`src/rtl/jogo_pkg.sv`:
```
// Shared definitions for the board read path.
//   celula_t        : 2-bit cell code stored in ram_board
//   ASCII_*         : bytes emitted on the board stream
//   estado_t        : states of leitor_tabuleiro
//   rc_para_one_hot : screen (row, col) -> {one-hot macro, one-hot micro}
package jogo_pkg;

  typedef enum logic [1:0] {
    VAZIO = 2'b00,
    JOG_X = 2'b01,
    JOG_O = 2'b10,
    BLOQ  = 2'b11
  } celula_t;

  localparam logic [7:0] ASCII_VAZIO    = 8'h2E;
  localparam logic [7:0] ASCII_X        = 8'h58;
  localparam logic [7:0] ASCII_O        = 8'h4F;
  localparam logic [7:0] ASCII_BLOQ     = 8'h23;
  localparam logic [7:0] ASCII_DESTAQUE = 8'h2A;
  localparam logic [7:0] ASCII_CR       = 8'h0D;
  localparam logic [7:0] ASCII_LF       = 8'h0A;

  localparam logic [3:0] ULTIMO_IDX = 4'd8;

  typedef enum logic [2:0] {
    OCIOSO,
    ENDERECA,
    ESPERA,
    ENVIA,
    ENVIA_CR,
    ENVIA_LF,
    FIM
  } estado_t;

  // The board is 3x3 macro-boards of 3x3 cells each; screen rows/cols
  // split into a macro coordinate (/3) and a position inside it (%3).
  function automatic logic [17:0] rc_para_one_hot(input logic [3:0] r, input logic [3:0] c);
    logic [3:0] idx_macro;
    logic [3:0] idx_micro;
    idx_macro = (r / 4'd3) * 4'd3 + c / 4'd3;
    idx_micro = (r % 4'd3) * 4'd3 + c % 4'd3;
    return {9'b000000001 << idx_macro, 9'b000000001 << idx_micro};
  endfunction

endpackage

```
`src/rtl/conversor_celula.sv`:
```
// Combinational cell-code to ASCII conversion.
//   q        in  2  cell code (VAZIO, JOG_X, JOG_O, BLOQ)
//   destaque in  1  empty cell lies in the highlighted macro-board
//   ascii    out 8  byte to stream
module conversor_celula
  import jogo_pkg::*;
(
  input  logic [1:0] q,
  input  logic       destaque,
  output logic [7:0] ascii
);

  always_comb begin
    ascii = ASCII_VAZIO;
    case (q)
      VAZIO:   ascii = destaque ? ASCII_DESTAQUE : ASCII_VAZIO;
      JOG_X:   ascii = ASCII_X;
      JOG_O:   ascii = ASCII_O;
      BLOQ:    ascii = ASCII_BLOQ;
      default: ascii = ASCII_VAZIO;
    endcase
  end

endmodule

```
`src/rtl/leitor_tabuleiro.sv`:
```
// Board reader: scans ram_board in screen row-major order and streams
// the board as ASCII over a valid/ready byte interface.
//   clock        in   1  rising-edge clock
//   reset        in   1  asynchronous, active-high
//   iniciar      in   1  start request, honoured only while idle
//   addr_macro   out  9  one-hot macro-board select
//   addr_micro   out  9  one-hot cell select
//   q            in   2  cell code read back from ram_board
//   macro_atual  in   9  one-hot highlighted macro (only with HIGHLIGHT_EN)
//   dado         out  8  ASCII byte
//   dado_valido  out  1  dado holds a byte
//   dado_pronto  in   1  sink accepts dado this edge
//   ocupado      out  1  frame in progress
//   pronto       out  1  one-cycle pulse after the last byte of a frame
// Build option: define HIGHLIGHT_EN to add macro_atual; empty cells inside
// that macro then stream as '*'.
//
// state    | meaning
// OCIOSO   | idle, waiting for iniciar
// ENDERECA | drive one-hot address for cell (r,c)
// ESPERA   | wait for ram_board read latency
// ENVIA    | cell byte presented, waiting for transfer
// ENVIA_CR | carriage return presented
// ENVIA_LF | line feed presented
// FIM      | frame done, pronto pulse
module leitor_tabuleiro
  import jogo_pkg::*;
#(
  parameter int LATENCIA_RAM = 1,
  parameter bit LINHA_FIM    = 1'b1
) (
  input  logic       clock,
  input  logic       reset,
  input  logic       iniciar,
  output logic [8:0] addr_macro,
  output logic [8:0] addr_micro,
  input  logic [1:0] q,
`ifdef HIGHLIGHT_EN
  input  logic [8:0] macro_atual,
`endif
  output logic [7:0] dado,
  output logic       dado_valido,
  input  logic       dado_pronto,
  output logic       ocupado,
  output logic       pronto
);

  estado_t     estado, estado_prox;
  logic [3:0]  r, r_prox;
  logic [3:0]  c, c_prox;
  logic [7:0]  cnt_espera, cnt_espera_prox;
  logic [7:0]  dado_prox;
  logic        valido_prox;
  logic [8:0]  macro_prox, micro_prox;
  logic        transfere;
  logic        fecha_linha;
  logic        destaque;
  logic [7:0]  ascii_celula;

`ifdef HIGHLIGHT_EN
  assign destaque = |(addr_macro & macro_atual);
`else
  assign destaque = 1'b0;
`endif

  conversor_celula u_conversor (
    .q        (q),
    .destaque (destaque),
    .ascii    (ascii_celula)
  );

  assign transfere = dado_valido & dado_pronto;
  assign ocupado   = (estado != OCIOSO);
  assign pronto    = (estado == FIM);

  always_ff @(posedge clock or posedge reset) begin
    if (reset) begin
      estado      <= OCIOSO;
      r           <= 4'd0;
      c           <= 4'd0;
      cnt_espera  <= 8'd0;
      dado        <= 8'h00;
      dado_valido <= 1'b0;
      addr_macro  <= 9'b000000001;
      addr_micro  <= 9'b000000001;
    end else begin
      estado      <= estado_prox;
      r           <= r_prox;
      c           <= c_prox;
      cnt_espera  <= cnt_espera_prox;
      dado        <= dado_prox;
      dado_valido <= valido_prox;
      addr_macro  <= macro_prox;
      addr_micro  <= micro_prox;
    end
  end

  always_comb begin
    estado_prox     = estado;
    r_prox          = r;
    c_prox          = c;
    cnt_espera_prox = cnt_espera;
    dado_prox       = dado;
    valido_prox     = dado_valido;
    macro_prox      = addr_macro;
    micro_prox      = addr_micro;
    fecha_linha     = 1'b0;

    case (estado)
      OCIOSO: begin
        if (iniciar) begin
          r_prox      = 4'd0;
          c_prox      = 4'd0;
          estado_prox = ENDERECA;
        end
      end
      ENDERECA: begin
        {macro_prox, micro_prox} = rc_para_one_hot(r, c);
        cnt_espera_prox = 8'(LATENCIA_RAM);
        estado_prox     = ESPERA;
      end
      ESPERA: begin
        // Terminal count reached one cycle after the RAM latency expires,
        // which covers our own address register in front of ram_board.
        if (cnt_espera == 8'd0) begin
          dado_prox   = ascii_celula;
          valido_prox = 1'b1;
          estado_prox = ENVIA;
        end else begin
          cnt_espera_prox = cnt_espera - 8'd1;
        end
      end
      ENVIA: begin
        if (transfere) begin
          if (c != ULTIMO_IDX) begin
            c_prox      = c + 4'd1;
            valido_prox = 1'b0;
            estado_prox = ENDERECA;
          end else if (LINHA_FIM) begin
            // CR follows directly; valid stays high across CR and LF.
            dado_prox   = ASCII_CR;
            estado_prox = ENVIA_CR;
          end else begin
            fecha_linha = 1'b1;
          end
        end
      end
      ENVIA_CR: begin
        if (transfere) begin
          dado_prox   = ASCII_LF;
          estado_prox = ENVIA_LF;
        end
      end
      ENVIA_LF: begin
        if (transfere) fecha_linha = 1'b1;
      end
      FIM: begin
        estado_prox = OCIOSO;
      end
      default: begin
        estado_prox = OCIOSO;
      end
    endcase

    if (fecha_linha) begin
      valido_prox = 1'b0;
      c_prox      = 4'd0;
      if (r != ULTIMO_IDX) begin
        r_prox      = r + 4'd1;
        estado_prox = ENDERECA;
      end else begin
        estado_prox = FIM;
      end
    end
  end

endmodule

```
`config.mk`:
```
export PLATFORM = sky130hd
export DESIGN_NAME = leitor_tabuleiro
export DESIGN_NICKNAME = d
export VERILOG_FILES = /design/src/rtl/jogo_pkg.sv /design/src/rtl/conversor_celula.sv /design/src/rtl/leitor_tabuleiro.sv
export SDC_FILE = /design/constraint.sdc
export NUM_CORES = 1
export LEC_CHECK = 0
export CAP_MARGIN = 20
export CORE_MARGIN = 4
export CORE_UTILIZATION = 25
export CTS_CLUSTER_DIAMETER = 150
export DETAILED_ROUTE_END_ITERATION = 8
export PLACE_DENSITY = 0.39
export SLEW_MARGIN = 40
export SYNTH_ARGS = -nofsm -noshare
export SYNTH_HDL_FRONTEND = slang
export SYNTH_SLANG_ARGS = --single-unit
```
`constraint.sdc`:
```
create_clock -name clock -period 14.1 [get_ports clock]
set_clock_uncertainty 0.2 [all_clocks]
set_input_delay 2.115 -clock clock [delete_from_list [all_inputs] [get_ports clock]]
set_output_delay 2.115 -clock clock [all_outputs]
set_load 0.01 [all_outputs]
```
# Word level (Yosys, flattened, before mapping)
# Index checks and enable logic that the tools add are counted.
totals:
  register_bits: 46
  input_bits: 6
  out_inout_bits: 29
  wordCells: 89
op_classes:
  addsub: 5
  multipliers: 2
  div_mod_pow: 4
  n_eq_ne: 22
  n_shift: 2
  muxes: 32
  bitwise: 1
  reduce_logical: 13
ops:
  columns: ["op", "count"]
  rows:
  - ["$mux W8", 5]
  - ["$mux W4", 8]
  - ["$pmux W8 S4", 1]
  - ["$pmux W8 S3", 1]
  - ["$mux W3", 7]
  - ["$pmux W3 S6", 1]
  - ["$shl A1 B4 Y9 const A", 2]
  - ["$pmux W8 S2", 1]
  - ["$ne A3 B3 Y1 const B", 5]
  - ["$ne A2 B2 Y1 const B", 6]
  - ["$reduce_bool A3 Y1", 4]
  - ["$reduce_and A5 Y1", 2]
  - ["$eq A3 B3 Y1 const B", 3]
  - ["$add A4 B1 Y4 const B", 2]
  - ["$add A4 B4 Y4", 2]
  - ["$div A4 B2 Y4 const B", 2]
  - ["$logic_not A8 Y1", 1]
  - ["$mod A4 B2 Y4 const B", 2]
  - ["$mul A4 B2 Y4 const B", 2]
  - ["$ne A4 B4 Y1 const B", 2]
  - ["$pmux W4 S2", 1]
  - ["$reduce_and A4 Y1", 2]
  - ["$sub A8 B1 Y8 const B", 1]
  - ["$eq A3 B2 Y1 const B", 2]
  - ["other kinds (10)", 16]

# Longest topological paths before layout
# Gate-level depths: netlist of run 1.
depth:
  depth_word: 5
  depth_mapped: 20
  ltp_nobuf: 20

# Modules after synthesis
# A second synthesis of run 1 with hierarchy kept.
unflattened:
  hier_cells: 338
  area_unflattened_um2: 3061.7
modules_own_cells:
  columns: ["mod", "n_inst", "cells_each", "area_each_um2", "seq_area_each_um2"]
  rows:
  - ["leitor_tabuleiro", 1, 321, 2935.3, 1153.6]
  - ["conversor_celula", 1, 17, 126.4, 0.0]

# Worst setup path before layout of run 1
# No wires, ideal clock.
synth_path:
  path_kind: "flip-flop to flip-flop"
  from: "reg c[2]"
  to: "reg addr_micro[0]"
  setup_ns: 0.062
  arrival_time_ns: 4.194
  required_time_ns: 13.838
  path_slack_ns: 9.644
  path_stages_with_launch: 21
  path_buffers: 0
  period_less_slack_ns: 4.456
  cell_sequence: "dfrtp_1 > nor2b_4 > ha_1 > inv_1 > ha_1 > inv_1 > a21oi_2 > xnor2_1 > ha_1 > or2_1 > nor2_1 > mux2i_1 > fa_1 > inv_1 > ha_1 > inv_1 > fa_1 > xnor2_4 > xnor2_4 > xnor2_4 > a41o_1"
synth_via:
  elab_chain_len: 3
synth_lines:
  columns: ["item", "line", "text"]
  rows:
  - ["start: declaration", "leitor_tabuleiro.sv:50", "logic [3:0] c, c_prox;"]
  - ["start signal: assignment", "leitor_tabuleiro.sv:89", "c <= c_prox;"]
  - ["$mod A4 B2 Y4", "jogo_pkg.sv:41", "idx_micro = (r % 4'd3) * 4'd3 + c % 4'd3;"]
  - ["$add A4 B4 Y4", "jogo_pkg.sv:41", null]
  - ["$shl A1 B4 Y9", "jogo_pkg.sv:42", "return {9'b000000001 << idx_macro, 9'b000000001 << idx_micro};"]
  - ["end signal: assignment", "leitor_tabuleiro.sv:94", "addr_micro <= micro_prox;"]
  - ["end: declaration", "leitor_tabuleiro.sv:36", "output logic [8:0] addr_micro,"]
# Every way passes these cells.
# A chain may end at the register's enable or synchronous reset.

# Worst setup path in the final report of run 1
# Same ends and word-level chain as after synthesis.

==> results of run 1 <==
## sequential cells by signal (all words and copies together) (netlist names), named ones only
register     cells
estado           3
addr_macro       9
dado             7
dado_valido      1
addr_micro       9
c                4
cnt_espera       8
r                3
## metal layers
metal | part of all wire | wire length (µm) | vias up
li1 | - | - | 1151
met1 | 0.47 | 3140 | 1069
met4 | 0.011 | 75 | 0
met2 | 0.48 | 3210 | 34
met5 | 0 | 0 | -
met3 | 0.036 | 242 | 4
## layout make-up
cell class	count	share of cell area
inverters	26	0.0268
well taps	168	0.0563
repair buffers	34	0.0904
flip-flops and latches	45	0.302
clock inverters	1	0.00804
clock buffers	7	0.0382
multi-input cells	230	0.478
## synthesized netlist by cell type, drive strengths merged, types with 8 or more instances
library cell   n
dfrtp         43
nand2         32
inv           25
o21ai         25
ha            22
nor2          21
xnor2         13
a22o          11
nor3          10
a21oi          9
nand3          9
nor2b          8
## report_power, final
group | switching [mW] | internal, mW
sequential | 0.0415 | 0.174
combinational | 0.308 | 0.276
clock | 0.0528 | 0.0888
## cells in the final DEF, fill, tap and decap left out, types with 9 or more instances in the layout
cell / netlist / layout
dfrtp_1: 43 / 43
clkdlybuf4s50_1: 0 / 33
nand2_1: 32 / 32
inv_1: 25 / 24
ha_1: 22 / 22
nor2_1: 21 / 21
o21ai_1: 20 / 20
a22o_1: 11 / 11
xnor2_1: 9 / 9
nand3_1: 9 / 9
nor3_1: 9 / 9
## how the worst max path moves through the flow
stage	from	end	slack, ns	depth (start not counted)
final	c[2]$_DFFE_PP0P_	addr_micro[0]$_DFFE_PP1P_	9.15	20
after CTS	c[2]$_DFFE_PP0P_	addr_micro[0]$_DFFE_PP1P_	9.11	20
after global placement	c[2]$_DFFE_PP0P_	addr_micro[0]$_DFFE_PP1P_	9.17	20
after detailed placement	c[2]$_DFFE_PP0P_	addr_micro[0]$_DFFE_PP1P_	9.14	20
after floorplan	c[2]$_DFFE_PP0P_	addr_micro[0]$_DFFE_PP1P_	9.64	20
after global routing	c[2]$_DFFE_PP0P_	addr_micro[0]$_DFFE_PP1P_	8.85	20
## stage by stage
step,instances,utilization,area (µm²),hold WS (ns)
floorplan,312,-,3090,0.269
global placement,503,0.295,3560,0.270
detailed placement,503,0.295,3560,0.273
CTS,511,0.310,3740,0.294
global route,511,0.310,3740,0.324
finish,511,0.310,3740,0.291
## critical path, stage by stage (launching register included)
cell     delay [ns]
dfrtp_1        0.46
nor2b_4        0.18
ha_1           0.18
inv_1          0.05
ha_1           0.27
inv_1          0.12
a21oi_2        0.28
xnor2_1        0.15
ha_1           0.22
or2_1          0.25
nor2_1         0.23
mux2i_1        0.29
fa_1           0.44
inv_1          0.07
ha_1           0.13
inv_1          0.05
fa_1           0.44
xnor2_4        0.18
xnor2_4        0.17
xnor2_4        0.30
a41o_1         0.21
## cell families after synthesis
kind of cell / after synthesis / synth area share
AND/OR/NAND/NOR: 113 / 0.201
other: 1 / 0.00121
buffers and inverters: 37 / 0.0571
AO/OA/AOI/OAI: 66 / 0.157
flip-flops: 45 / 0.365
multiplexers: 4 / 0.0186
adder cells (fa/ha/maj): 28 / 0.128
XOR/XNOR: 18 / 0.0716
==> flow_summary.yaml, run 1 <==
status:
  status: "completed"
die:
  dieArea_mm2: 0.0142
  start_util: 0.256
  rows: 40
  coreArea_mm2: 0.0121
  io_pins: 35
  dieHeight_um: 119
  fp.dieW_um: 119
worst_setup_path:
  worstPathArrival_ns: 4.97
  critPathLaunchType: "flop"
  worst-r2r-setup-slack_ns: 9.15
  crit_fanout: 9
  worstSetupPathType: "flop to flop"
  r2r-start: "c[2]$_DFFE_PP0P_"
  crit_required_ns: 14.13
  timing.rr.end: "addr_micro[0]$_DFFE_PP1P_"
  reg2regPathDepth: 20
  end_kind: "flop"
pwr:
  ir_drop_uv: 149
  p_per_area_mw_per_mm2: 252
  total_power_uw: 941
  p_leak_nw: 1.61
sta:
  maxSlewHeadroom: 0.572
  hold_violations: 0
  fin_ws_ns: 9.15
  rsz0062_at_grt: "no"
  setup_viol: 0
  maxSlewViolCount: 0
  max_clock_freq_mhz: 202
  worst_pin_slew_ns: 0.637
  min_period_ns: 4.95
  finalSetupTns_ns: 0
  fin_crit_sh: 0.351
synth:
  synth_ff_type: "dfrtp_1"
  synth_cell_type_count: 67
  netlist_area_mm2: 0.00309
  syn_nets: 346
  synth.top_cells.by_area: "dfrtp_1, ha_1, fa_1"
  yosys_warnings: 0
  yosysTopAreaCellShare: 0.348
  syn_inst: 312
  seq_area_frac_synth: 0.365
  synth_edf_count: 0
  synth_top_area_cell: "dfrtp_1"
  synth.avg_cell_area_um2: 9.91
  async_flop_share: 1.00
  synth-seq-cells: 45
global_route:
  grt.total_usage: 0.101
  grt_pass1_vias: 2289
  antenna_found_initial: 0
  grt_use_met3: 0.0214
  grt_max_degree: 46
  grt_util_met2: 0.168
  gr-usage-met1: 0.133
  grt_pass1_wl_um: 11600
  grt.overflow.total: 0
  top_usage_layer: "met2"
clock_tree:
  cts_htree_levels: 2
  cts_tree: "built"
  clk_pin_slew_ns: 0.07
  cts.sinks: 45
  post_cts_buffers: 0
  clk_latency_ns: 0.29
  cts-buffers-inserted: 5
  cts_resized: 0
  clk_path_buf_depth: 2
  cts-hold-fix-buffers: 0
  root_buffer: "clkbuf_16"
finish:
  area_delta_synth_final_pct: 20.8
  fill_cells: 1260
  fin_nets: 376
  antenna_cells: 0
  regArea_mm2: 0.00113
  multi_input_area_mm2: 0.00179
  drive_gt1_frac: 0.0962
detailed_routing:
  first_iter_violations: 149
  remaining_drc_errors: 0
  ant_nets: 0
  vias: 2258
  vias_per_cell: 4.42
  wl_per_cell_um: 13.1
  drtPass1Iterations: 4
  wl_um: 6670
hold_path:
  hold_end: "dado[1]$_DFFE_PP0P_"
  min_from: "dado[1]$_DFFE_PP0P_"
  hold_path_depth: 2
  hold_path.class: "flop to flop"
job:
  max-cap-violations: 0
place:
  dp_hpwl_um: 5050
  gp_congestion: 0.696
  preCtsSetupSlack_ns: 9.14
  portBuffers: 33
Note: power is estimated with default switching activity, not from simulation.
==> run 2: changes to the inputs <==
--- a/config.mk
+++ b/config.mk
@@ -10,7 +10,7 @@
 export CORE_UTILIZATION = 25
 export CTS_CLUSTER_DIAMETER = 150
 export DETAILED_ROUTE_END_ITERATION = 8
-export PLACE_DENSITY = 0.39
+export PLACE_DENSITY = 0.4
 export SLEW_MARGIN = 40
 export SYNTH_ARGS = -nofsm -noshare
 export SYNTH_HDL_FRONTEND = slang
==> constraint.sdc (replaced) <==
create_clock -name clock -period 4.3 [get_ports clock]
set_clock_uncertainty 0.2 [all_clocks]
set_input_delay 0.645 -clock clock [delete_from_list [all_inputs] [get_ports clock]]
set_output_delay 0.645 -clock clock [all_outputs]
set_load 0.01 [all_outputs]
==> flow_summary.yaml, run 2 (same netlist as run 1, synthesis figures left out) <==
sta:
  setup_viol: 0
  maxSlewViolCount: 0
  maxSlewHeadroom: 0.587
  hold_violations: 0
  finalSetupTns_ns: 0
  rsz0062_at_grt: "yes"
  max_clock_freq_mhz: 235
  min_period_ns: 4.26
  fin_crit_sh: 0.991
  hold_slack_ns: 0.286
  worst_pin_slew_ns: 0.615
detailed_routing:
  vias: 2367
  remaining_drc_errors: 0
  drtPass1Iterations: 4
  vias_per_cell: 4.42
  first_iter_violations: 142
  ant_nets: 0
  wl_per_cell_um: 13.0
  wl_um: 6960
pwr:
  p_per_area_mw_per_mm2: 817
  p_sw_frac: 0.426
  p_leak_nw: 1.72
  p_int_mw: 1.87
  combPwrFrac: 0.673
  ir_drop_uv: 396
  clock_power_share: 0.118
  seq_power_share: 0.209
  p_sw_mw: 1.39
global_route:
  grt_max_degree: 46
  grt_pass1_vias: 2472
  grt.total_usage: 0.105
  antenna_found_initial: 0
  grt.overflow.total: 0
  grt_pass1_wl_um: 12100
clock_tree:
  root_buffer: "clkbuf_16"
  clk_pin_slew_ns: 0.07
  cts_tree: "built"
  cts-hold-fix-buffers: 0
  cts.sinks: 45
  clk_path_buf_depth: 2
  cts_htree_levels: 2
  clk_latency_ns: 0.29
  cts-buffers-inserted: 5
job:
  max-cap-violations: 0
finish:
  drive_gt1_frac: 0.210
  final_core_util: 0.331
  regArea_mm2: 0.00113
  fin_cells: 535
  fin_nets: 400
  fill_cells: 1252
  most-common-layout-cells: "dfrtp_1, clkdlybuf4s50_1, nand2_1, buf_4"
  reg_top3: "addr_macro (9), addr_micro (9), cnt_espera (8)"
  layout_commonest_cell: "dfrtp_1"
  antenna_cells: 0
  multi_input_area_mm2: 0.00189
  area_delta_synth_final_pct: 29.0
worst_setup_path:
  worst-r2r-setup-slack_ns: 0.04
  worstSetupPathType: "flop to flop"
  crit_required_ns: 4.28
  crit_fanout: 5
  worstPathArrival_ns: 4.24
  critPathLaunchType: "flop"
  end_kind: "flop"
die:
  dieHeight_um: 119
  coreArea_mm2: 0.0121
  io_pins: 35
  fp.dieW_um: 119
  dieArea_mm2: 0.0142
  start_util: 0.256
  rows: 40
place:
  gp_congestion: 0.768
  portBuffers: 33
  dp.cells: 523
  dp_hpwl_um: 5230
status:
  status: "completed"
hold_path:
  hold_path.class: "flop to flop"
run 2: timing repair:
item                                    in CTS  in global routing
gates resized for setup                      0                 20
endpoints found under the setup margin       8                 16
pin swaps                                    3                 19
cloned                                       1                  0
setup buffers                                2                  1
run 2: final cells by class:
class / instances / share of cell area
well taps: 168 / 0.0527
multi-input cells: 231 / 0.474
flip-flops and latches: 45 / 0.284
repair buffers: 57 / 0.128
inverters: 26 / 0.0264
clock buffers: 6 / 0.0323
clock inverters: 2 / 0.00251
run 2: layer usage:
layer  share of wire  global-route usage  vias to the layer above
met5               0                   0                        -
met4           0.015              0.0348                        0
met3           0.037              0.0209                        8
met2            0.48               0.180                       42
met1            0.46               0.132                     1123
li1                -                   -                     1194
run 2: power groups by stage:
stage          Sequential, mW  Combinational, mW  Clock [mW]
6_report                0.681               2.19       0.384
3_3_place_gp            0.686               2.08           0
3_5_place_dp            0.687               2.11           0
5_1_grt                 0.705               2.42       0.423
4_1_cts                 0.680               2.21       0.403
2_1_floorplan           0.720               1.51           0
run 2: path summary, 6_finish.rpt:
kind	cells after the start	from	end
worst max register to register	20	c[3]$_DFFE_PP0P_	addr_micro[1]$_DFFE_PP0P_
max in group asynchronous	2	reset	c[3]$_DFFE_PP0P_
worst max-delay path	20	c[3]$_DFFE_PP0P_	addr_micro[1]$_DFFE_PP0P_
min in group asynchronous	2	reset	addr_macro[8]$_DFFE_PP0P_
worst min register to register	2	addr_macro[8]$_DFFE_PP0P_	addr_macro[8]$_DFFE_PP0P_
worst min-delay path	2	addr_macro[8]$_DFFE_PP0P_	addr_macro[8]$_DFFE_PP0P_
run 2: stage by stage:
| step | total power [mW] | worst slack, ns | area [µm²] |
|---|---|---|---|
| after floorplan | 2.23 | 0.0496 | 3120 |
| after CTS | 3.29 | 0.00265 | 3910 |
| after global placement | 2.77 | 0.0830 | 3740 |
| final | 3.26 | 0.0389 | 3990 |
| after detailed placement | 2.79 | -0.0360 | 3740 |
| after global routing | 3.55 | -0.162 | 3990 |
run 2: critical path, cell delays in order, from the launching register on:
cell and delay, ns:
dfrtp_2 0.44, nor2b_4 0.15, ha_2 0.17, inv_1 0.04, ha_2 0.17, inv_2 0.08
a21oi_4 0.04, xnor2_2 0.15, ha_2 0.17, or2_1 0.23, nor2_2 0.15, mux2i_1 0.26
fa_1 0.44, inv_1 0.06, ha_2 0.16, inv_2 0.04, fa_2 0.42, xnor2_4 0.18
xnor2_4 0.27, xnor2_2 0.13, a22o_1 0.21
